`config.mk`:
```
export PLATFORM = sky130hd
export DESIGN_NAME = grant_burst_mux
export DESIGN_NICKNAME = d
export VERILOG_FILES = /design/src/rtl/grant_burst_pkg.sv /design/src/rtl/grant_burst_mux_out_reg.sv /design/src/rtl/grant_burst_mux.sv
export SDC_FILE = /design/constraint.sdc
export NUM_CORES = 1
export LEC_CHECK = 0
export ABC_AREA = 1
export CORE_MARGIN = 8
export CORE_UTILIZATION = 45
export DETAILED_ROUTE_END_ITERATION = 10
export PLACE_DENSITY = 0.83
export SETUP_SLACK_MARGIN = 0.1
export SYNTH_ARGS = -nofsm -noshare
export SYNTH_HDL_FRONTEND = slang
export SYNTH_SLANG_ARGS = --single-unit
```
`constraint.sdc`:
```
create_clock -name clock -period 2.3 [get_ports clock]
set_input_delay 0.23 -clock clock [delete_from_list [all_inputs] [get_ports clock]]
set_output_delay 0.23 -clock clock [all_outputs]
set_load 0.1 [all_outputs]
```
`src/rtl/grant_burst_pkg.sv`:
```
// rtl/grant_burst_pkg.sv - shared types and constants for grant_burst_mux
package grant_burst_pkg;

    typedef enum logic [1:0] {
        IDLE  = 2'd0,
        OWN   = 2'd1,
        DRAIN = 2'd2
    } state_t;

    localparam int DEFAULT_DATA_W    = 8;
    localparam int DEFAULT_BURST_LEN = 4;

    // Remaining-beat counter must hold BURST_LEN itself, hence the +1.
    function automatic int cnt_width(input int burst_len);
        return $clog2(burst_len + 1);
    endfunction

endpackage

```
`src/rtl/grant_burst_mux_out_reg.sv`:
```
// rtl/grant_burst_mux_out_reg.sv - single-entry valid/ready output register
module burst_out_reg #(
    parameter int DATA_W = 8
) (
    input  logic              clock,
    input  logic              reset,
    input  logic              load,
    input  logic [DATA_W-1:0] load_data,
    input  logic              out_ready,
    output logic [DATA_W-1:0] out_data,
    output logic              out_valid,
    output logic              space
);

    // A new beat may enter when the slot is empty or is being emptied this edge.
    assign space = !out_valid || out_ready;

    always_ff @(posedge clock or posedge reset) begin
        if (reset) begin
            out_data  <= '0;
            out_valid <= 1'b0;
        end else if (load) begin
            out_data  <= load_data;
            out_valid <= 1'b1;
        end else if (out_valid && out_ready) begin
            out_valid <= 1'b0;
        end
    end

endmodule

```
`src/rtl/grant_burst_mux.sv`:
```
// rtl/grant_burst_mux.sv - grant-owned fixed-length burst mux onto one output stream
module grant_burst_mux
    import grant_burst_pkg::*;
#(
    parameter int DATA_W    = DEFAULT_DATA_W,
    parameter int BURST_LEN = DEFAULT_BURST_LEN
) (
    input  logic              clock,
    input  logic              reset,
    input  logic              gnt_0,
    input  logic              gnt_1,
    input  logic [DATA_W-1:0] src0_data,
    input  logic              src0_valid,
    output logic              src0_ready,
    input  logic [DATA_W-1:0] src1_data,
    input  logic              src1_valid,
    output logic              src1_ready,
    output logic [DATA_W-1:0] out_data,
    output logic              out_valid,
    input  logic              out_ready,
    output logic              owner,
    output logic              busy,
    output logic              done_0,
    output logic              done_1
);

    localparam int CNT_W = cnt_width(BURST_LEN);

    state_t             state;
    state_t             next_state;
    logic [CNT_W-1:0]   cnt;
    logic               space;
    logic               own_ready;
    logic               sel_valid;
    logic [DATA_W-1:0]  sel_data;
    logic               take;
    logic               grant_seen;
    logic               drain_done;

    burst_out_reg #(.DATA_W(DATA_W)) u_out_reg (
        .clock     (clock),
        .reset     (reset),
        .load      (take),
        .load_data (sel_data),
        .out_ready (out_ready),
        .out_data  (out_data),
        .out_valid (out_valid),
        .space     (space)
    );

    assign sel_valid  = owner ? src1_valid : src0_valid;
    assign sel_data   = owner ? src1_data  : src0_data;
    assign own_ready  = (state == OWN) && space;
    assign src0_ready = own_ready && !owner;
    assign src1_ready = own_ready && owner;
    assign take       = own_ready && sel_valid;
    assign grant_seen = (state == IDLE) && (gnt_0 || gnt_1);
    assign drain_done = (state == DRAIN) && out_valid && out_ready;
    assign busy       = (state != IDLE);

    always_comb begin
        next_state = state;
        case (state)
            IDLE:    if (grant_seen) next_state = OWN;
            OWN:     if (take && (cnt == CNT_W'(1))) next_state = DRAIN;
            DRAIN:   if (drain_done) next_state = IDLE;
            default: next_state = IDLE;
        endcase
    end

    always_ff @(posedge clock or posedge reset) begin
        if (reset) begin
            state <= IDLE;
        end else begin
            state <= next_state;
        end
    end

    // Requester 0 wins if the arbiter ever presents both grants.
    always_ff @(posedge clock or posedge reset) begin
        if (reset) begin
            owner <= 1'b0;
            cnt   <= '0;
        end else if (grant_seen) begin
            owner <= !gnt_0;
            cnt   <= CNT_W'(BURST_LEN);
        end else if (take) begin
            cnt   <= cnt - CNT_W'(1);
        end
    end

    always_ff @(posedge clock or posedge reset) begin
        if (reset) begin
            done_0 <= 1'b0;
            done_1 <= 1'b0;
        end else begin
            done_0 <= drain_done && !owner;
            done_1 <= drain_done && owner;
        end
    end

endmodule

```
# ---- Yosys cells after proc, flatten, opt, wreduce, memory -nomap -nowiden
# Cells that the tools add are included.
# Widths: inputs -> output; s select.
dict set report classes {
  add_sub_neg 1
  n_eq_ne 6
  mux 10
  n_reduce_logical 21
}
# operator count
set ops {}
lappend ops {{$logic_and 1x1->1} 11}
lappend ops {{$mux 8} 1}
lappend ops {{$mux 2} 3}
lappend ops {{$mux 3} 2}
lappend ops {{$pmux 2 s3} 1}
lappend ops {{$reduce_bool 2->1} 3}
lappend ops {{$ne 2x2->1 const B} 2}
lappend ops {{$eq 3x1->1 const B} 1}
lappend ops {{$logic_not 1->1} 3}
lappend ops {{$mux 1} 3}
lappend ops {{$reduce_and 3->1} 1}
lappend ops {{$sub 3x1->3 const B} 1}
lappend ops {{$eq 2x1->1 const B} 1}
lappend ops {{$eq 2x2->1 const B} 1}
lappend ops {{$logic_not 2->1} 1}
lappend ops {{$logic_or 1x1->1} 2}
lappend ops {{$ne 2x1->1 const B} 1}
dict set report totals {
  register_bits 17
  inputBits 23
  output_inout_bits 15
  wordCells 45
}

# ---- Longest topological paths before layout
dict set report logic_depth {
  word_depth 7
  ltp_mapped 7
  ltp_nobuf 7
}

# ---- By module
# Synthesis repeated with hierarchy kept, for this count alone.
dict set report unflattened {
  hier_cells 124
  hier_area_um2 897.1
}
# mod n_inst cells_per_inst area_per_inst_um2 seq_area_each_um2
set by_module_without_submodules {}
lappend by_module_without_submodules {grant_burst_mux 1 85 551.8 200.2}
lappend by_module_without_submodules {burst_out_reg 1 39 345.3 225.2}

# ---- Worst setup path before layout
# No wires, ideal clock.
dict set report synth_path {
  kind {register -> output}
  start {reg owner}
  end {out src1_ready}
  arrival_time_ps 2509
  required_time_ps 2070
  setup_slack_ps -439
  path_stages_with_launch 4
  n_path_buf 1
  path_cell_list {dfrtp_1 inv_2 buf_2 nor2_1}
}
dict set report synth_via {
  elab_chain_cells 1
}
# element line
set synth_lines {}
lappend synth_lines {{start: declaration} grant_burst_mux.sv:21} ;# output logic owner,
lappend synth_lines {{start signal: assignment} grant_burst_mux.sv:85} ;# owner <= !gnt_0;
lappend synth_lines {{$logic_and 1x1->1} grant_burst_mux.sv:55} ;# assign src1_ready = own_ready && owner;
lappend synth_lines {{end: declaration} grant_burst_mux.sv:17} ;# output logic src1_ready,
# No other way between the ends.

# ---- Worst setup path after layout
# Same ends and word-level chain as after synthesis.

==> qor.yml <==
setup_path:
  critical_path_required_ns: 2.07
  cp_max_fo: 14
  critPathArrivalTime_ns: 1.45
  startpoint_type: "register"
  critPathCaptureType: "output port"
  slowest_delay_ns: 0.58
  cpMaxStageDelayCell: "dfrtp_1"
  critPathKind: "register to output port"
  cp_cell_sequence: "inv_2 -> nor2_2 -> buf_12"
worst_hold_path:
  hold_class: "primary input to async pin"
sta:
  slew_headroom_pct: 58.4
  slew_viol_final: 0
  finalCriticalPeriod_ns: 1.68
  hold_violations: 0
  skew_ns: 0.000863
  worstMarginPinSlew_ns: 0.624
  final-setup-viol-count: 0
  rsz0062_at_grt: "false"
  timing.setup.tns_ns: 0
  fin_crit_sh_pct: 73.2
  fmax_mhz: 594
logic_synthesis:
  synth_area_um2: 922
  avgSynthCellArea_um2: 8.95
  synth-seq-cells: 17
  synthesis.nets: 128
  yosys_warnings: 0
  synth.distinct_cells: 21
  seq_area_frac_synth_pct: 46.1
  syn_inst: 103
placed_design:
  place_hpwl_um: 1770
  finalWeightedCongestion: 0.728
  numPortBuffers: 37
job:
  maxCapViolations: 0
layout:
  diodes: 0
  layout.nets: 166
  layout_commonest_cell: "clkdlybuf4s50_1"
  final_cell_mix: "clkdlybuf4s50_1, nand2_1, dfrtp_1"
  syn2layout_area_growth_pct: 40.7
  num-fill-cells: 172
  drive_above_1_share_pct: 30.7
global_route:
  grt_pass1_vias: 884
  grt_pass1_wl_um: 3830
  antenna_found_initial: 0
  gr-total-overflow: 0
  groute.usage.overall_pct: 13.2
  grt_max_degree: 23
floorplanning:
  num_rows: 16
  die_x_um: 61.3
  die_area_um2: 3750
  coreArea_um2: 1940
  start_util_pct: 47.5
  io_pins: 38
  fp.dieH_um: 61.3
cts:
  htreeDepth: 1
  cts_tree: "yes"
  cts_max_path_buffers: 2
  clk_pin_slew_ns: 0.09
  cts_setup_buffers: 0
  holdBufCountCts: 0
  cts-buffers-inserted: 3
  clockRootBuffer: "clkbuf_4"
  clkLatencyLatePin_ns: 0.28
  clkSinkCount: 17
  post_cts_resized: 0
drt:
  post-route-drc-count: 0
  antenna_left: 0
  firstDrtPassIters: 4
  drt-vias-per-instance: 4.76
  via_count: 795
  drt_iter0_drc: 15
  wirelength_um: 2220
  wl_per_cell_um: 13.3
outcome:
  outcome: "complete, no violations"
## per-stage QoR
| step | setup WS, ns | util (%) | hold WS (ns) | cell area (um2) | instances |
|---|---|---|---|---|---|
| final | 0.616 | 66.8 | 0.318 | 1300 | 167 |
| after global routing | 0.470 | 66.8 | 0.388 | 1300 | 167 |
| after CTS | 0.593 | 66.8 | 0.355 | 1300 | 167 |
| after detailed placement | 0.696 | 65.5 | 0.472 | 1270 | 163 |
| after global placement | 0.715 | 65.5 | 0.468 | 1270 | 163 |
| after floorplan | 0.0212 | - | 0.156 | 927 | 103 |
## worst max-delay path: cells and delay by family (launching register included)
family	cells	cell delay, ns
and+or+nand+nor	1	0.22
DFF	1	0.58
buffers and inverters	2	0.37
## final timing paths
| path | start | endpoint | slack, ns | depth (start not counted) |
|---|---|---|---|---|
| setup reg to reg | owner | cnt[0] | 0.83 | 7 |
| max in group asynchronous | reset | u_out_reg.out_data[5] | 1.58 | 2 |
| setup / recovery | owner | src1_ready | 0.62 | 3 |
| min in group clock | u_out_reg.out_data[2] | u_out_reg.out_data[2] | 0.49 | 2 |
| hold reg to reg | u_out_reg.out_data[2] | u_out_reg.out_data[2] | 0.49 | 2 |
| hold / removal | reset | u_out_reg.out_data[7] | 0.32 | 2 |
## cells by family after synthesis
kind of cell / synth area share [%]
AND/OR/NAND/NOR: 26.2
AO/OA/AOI/OAI: 14.0
flip-flops: 46.1
buffers and inverters: 10.0
adder cells (fa/ha/maj): 2.71
XOR/XNOR: 0.950
## sequential cells by signal, summed over array words and instances (netlist names)
| name | cells |
|---|---|
| u_out_reg.out_data | 8 |
| cnt | 3 |
| state | 2 |
| done_0 | 1 |
| done_1 | 1 |
| owner | 1 |
| u_out_reg.out_valid | 1 |
## per-layer routing
metal / wire length, um / global-route usage, % / vias up
li1: - / - / 397
met3: 218 / 3.34 / 4
met1: 928 / 16.1 / 362
met2: 1060 / 21.8 / 32
met4: 21 / 4.65 / 0
met5: 0 / 0 / -
## cells in the mapped netlist
cell	instances	share of area, %
inv_1	10	4.1
or2_2	3	2.0
nand2_1	20	8.1
buf_12	1	2.2
nand2_4	1	1.2
inv_2	2	0.81
or2_1	5	3.4
dfrtp_1	17	46
buf_2	1	0.54
nor2_4	1	1.2
xnor2_1	1	0.95
buf_6	2	2.4
nand3_1	4	2.2
nand2_2	5	3.4
o21ai_2	9	8.5
nor2_1	7	2.8
ha_1	2	2.7
nor2_2	1	0.68
o21ai_0	8	4.3
nand3_2	1	1.1
o21ai_1	2	1.1
## layout make-up
cell class / count / area, um2 / share of cell area, %
timing repair buffer: 37 / 358 / 27.6
tap: 27 / 33.8 / 2.60
multi-input combinational: 70 / 409 / 31.5
clock buffer: 4 / 26.3 / 2.03
sequential: 17 / 425 / 32.8
inverter: 12 / 45.0 / 3.47
Power is left out: the tool's default activity adds up to more than one toggle a clock period on the data nets, which glitch-free logic cannot reach.
==> RTL edit: new RTL, same flow settings <==
The package constant `DEFAULT_DATA_W` goes from 8 to 6.
--- a/src/rtl/grant_burst_pkg.sv
+++ b/src/rtl/grant_burst_pkg.sv
@@ -7,7 +7,7 @@
         DRAIN = 2'd2
     } state_t;
 
-    localparam int DEFAULT_DATA_W    = 8;
+    localparam int DEFAULT_DATA_W    = 6;
     localparam int DEFAULT_BURST_LEN = 4;
 
     // Remaining-beat counter must hold BURST_LEN itself, hence the +1.
Ports: changed (resized out_data, src0_data and src1_data); port bits go from 38 to 32. The function was not compared with the original's and may differ.
==> RTL edit against the original RTL <==
  * Clock skew rose by 0.0076 ns
  * Area after synthesis fell by 13%
  * Routed wire length fell by 12%
  * Utilization rose by 0.22 points
  * Worst setup slack improved by 0.0052 ns
  * Cell area fell by 12%
  * Sequential cell count fell by 2
  * Largest cell class unchanged
  * Highest routed layer unchanged
Power is not shown: default switching activity piles up to over one toggle a cycle in this logic, so the estimate is an artifact.
==> RTL edit: results <==
set metrics [dict create \
    skew_ns 0.00845 \
    io_buffers 31 \
    reg.largest.list "u_out_reg.out_data (6), cnt (3), state (2)" \
    cts-root-buf "clkbuf_4" \
    dr.pass1.iters 4 \
    yosysWarnings 0 \
    grt_max_degree 18 \
    n_antenna_cell 0 \
    met1_usage_pct 15.2 \
    clk_pin_slew_ns 0.10 \
    critical_path_arrival_ns 1.45 \
    cts_resized 0 \
    yosys.cell_types.count 19 \
    htreeDepth 1 \
    drt-vias-per-instance 4.68 \
    wl_per_cell_um 13.3 \
    grt_pass1_wl_mm 3.33 \
    antenna_found_initial 0 \
    grt_pass1_vias 696 \
    synth_nets 110 \
    cts_setup_buffers 0 \
    drt_iter0_drc 16 \
    critPathSlowestCell "dfrtp_1" \
    async_flop_share_pct 100 \
    final_layout_size_suffix_gt1_share_pct 33.6 \
    place_hpwl_mm 1.53 \
    cts_made_buffers 3 \
    gr-usage-met2_pct 20.2 \
    cts_buffer_depth 2 \
    ys_seq_area_share_pct 46.9 \
    crit_path_max_incr_delay_ns 0.61 \
    groute.usage.overall_pct 13.0 \
    hp-class "in -> async" \
    worstPathMaxFanout 12 \
    cp_top_family "flip-flops" \
    tightest_slew_ns 0.568 \
    gp_congestion 0.848 \
    clkLatencyLatePin_ns 0.29 \
    run_status "finished, final reports clean" \
    yosys-top-cells-area "dfrtp_1 (47%), nand2_1 (8.0%), o21ai_2 (7.7%)" \
    grt_util_met3_pct 3.53 \
    synthTopCellsByCount "nand2_1 (17), dfrtp_1 (15), inv_1 (8)" \
    layout.nets 144 \
]
-- RTL edit: cell count changes after synthesis, sizes merged --
cell	before	now
nand2	26	22
o21ai	19	15
buf	4	2
dfrtp	17	15
inv	12	10
or2	8	6
nand3b	0	1
nand4	0	1
-- RTL edit: cell families after synthesis --
group / after synthesis / share of synthesized area (%)
adder cells (fa/ha/maj): 2 / 3.12
flip-flops: 15 / 46.9
buffers and inverters: 12 / 7.50
AO/OA/AOI/OAI: 15 / 12.7
AND/OR/NAND/NOR: 44 / 28.8
XOR/XNOR: 1 / 1.09
-- RTL edit: worst register-to-register path, cell delays in order, from the launching register on --
cell	delay, ns
dfrtp_1	0.61
inv_2	0.17
nand2_2	0.12
nand2_4	0.07
nand2_4	0.20
nand2_1	0.08
nand2_1	0.06
nand2_1	0.04
-- RTL edit: metal layers --
layer / wire length [um] / share of wire [%]
met1: 816 / 42
met4: 44 / 2.3
met3: 142 / 7.3
met2: 948 / 49
met5: 0 / 0
-- RTL edit: final timing paths --
path | end | from | cells past startpoint | slack [ns]
max | src1_ready | owner | 3 | 0.62
max in group asynchronous | cnt[2] | reset | 2 | 1.63
min in group clock | u_out_reg.out_data[1] | u_out_reg.out_data[1] | 2 | 0.49
max reg2reg | cnt[2] | owner | 7 | 0.84
min reg2reg | u_out_reg.out_data[1] | u_out_reg.out_data[1] | 2 | 0.49
min | cnt[1] | reset | 2 | 0.29
-- RTL edit: layout make-up --
cell class | instances | area (um2)
clock inverters | 1 | 5.00
inverters | 10 | 37.5
repair buffers | 31 | 303
clock buffers | 3 | 22.5
fillers | 141 | 563
multi-input cells | 62 | 370
flip-flops and latches | 15 | 375
well taps | 25 | 31.3
-- RTL edit: per-stage QoR --
step | hold slack [ns] | utilization [%] | setup WS, ns | cell area, um2 | cells
final | 0.288 | 67.0 | 0.621 | 1140 | 147
after global routing | 0.363 | 67.0 | 0.493 | 1140 | 147
after CTS | 0.304 | 67.0 | 0.595 | 1140 | 147
after detailed placement | 0.470 | 65.4 | 0.675 | 1120 | 143
after global placement | 0.467 | 65.4 | 0.703 | 1120 | 143
after floorplan | 0.131 | - | 0.0699 | 806 | 89
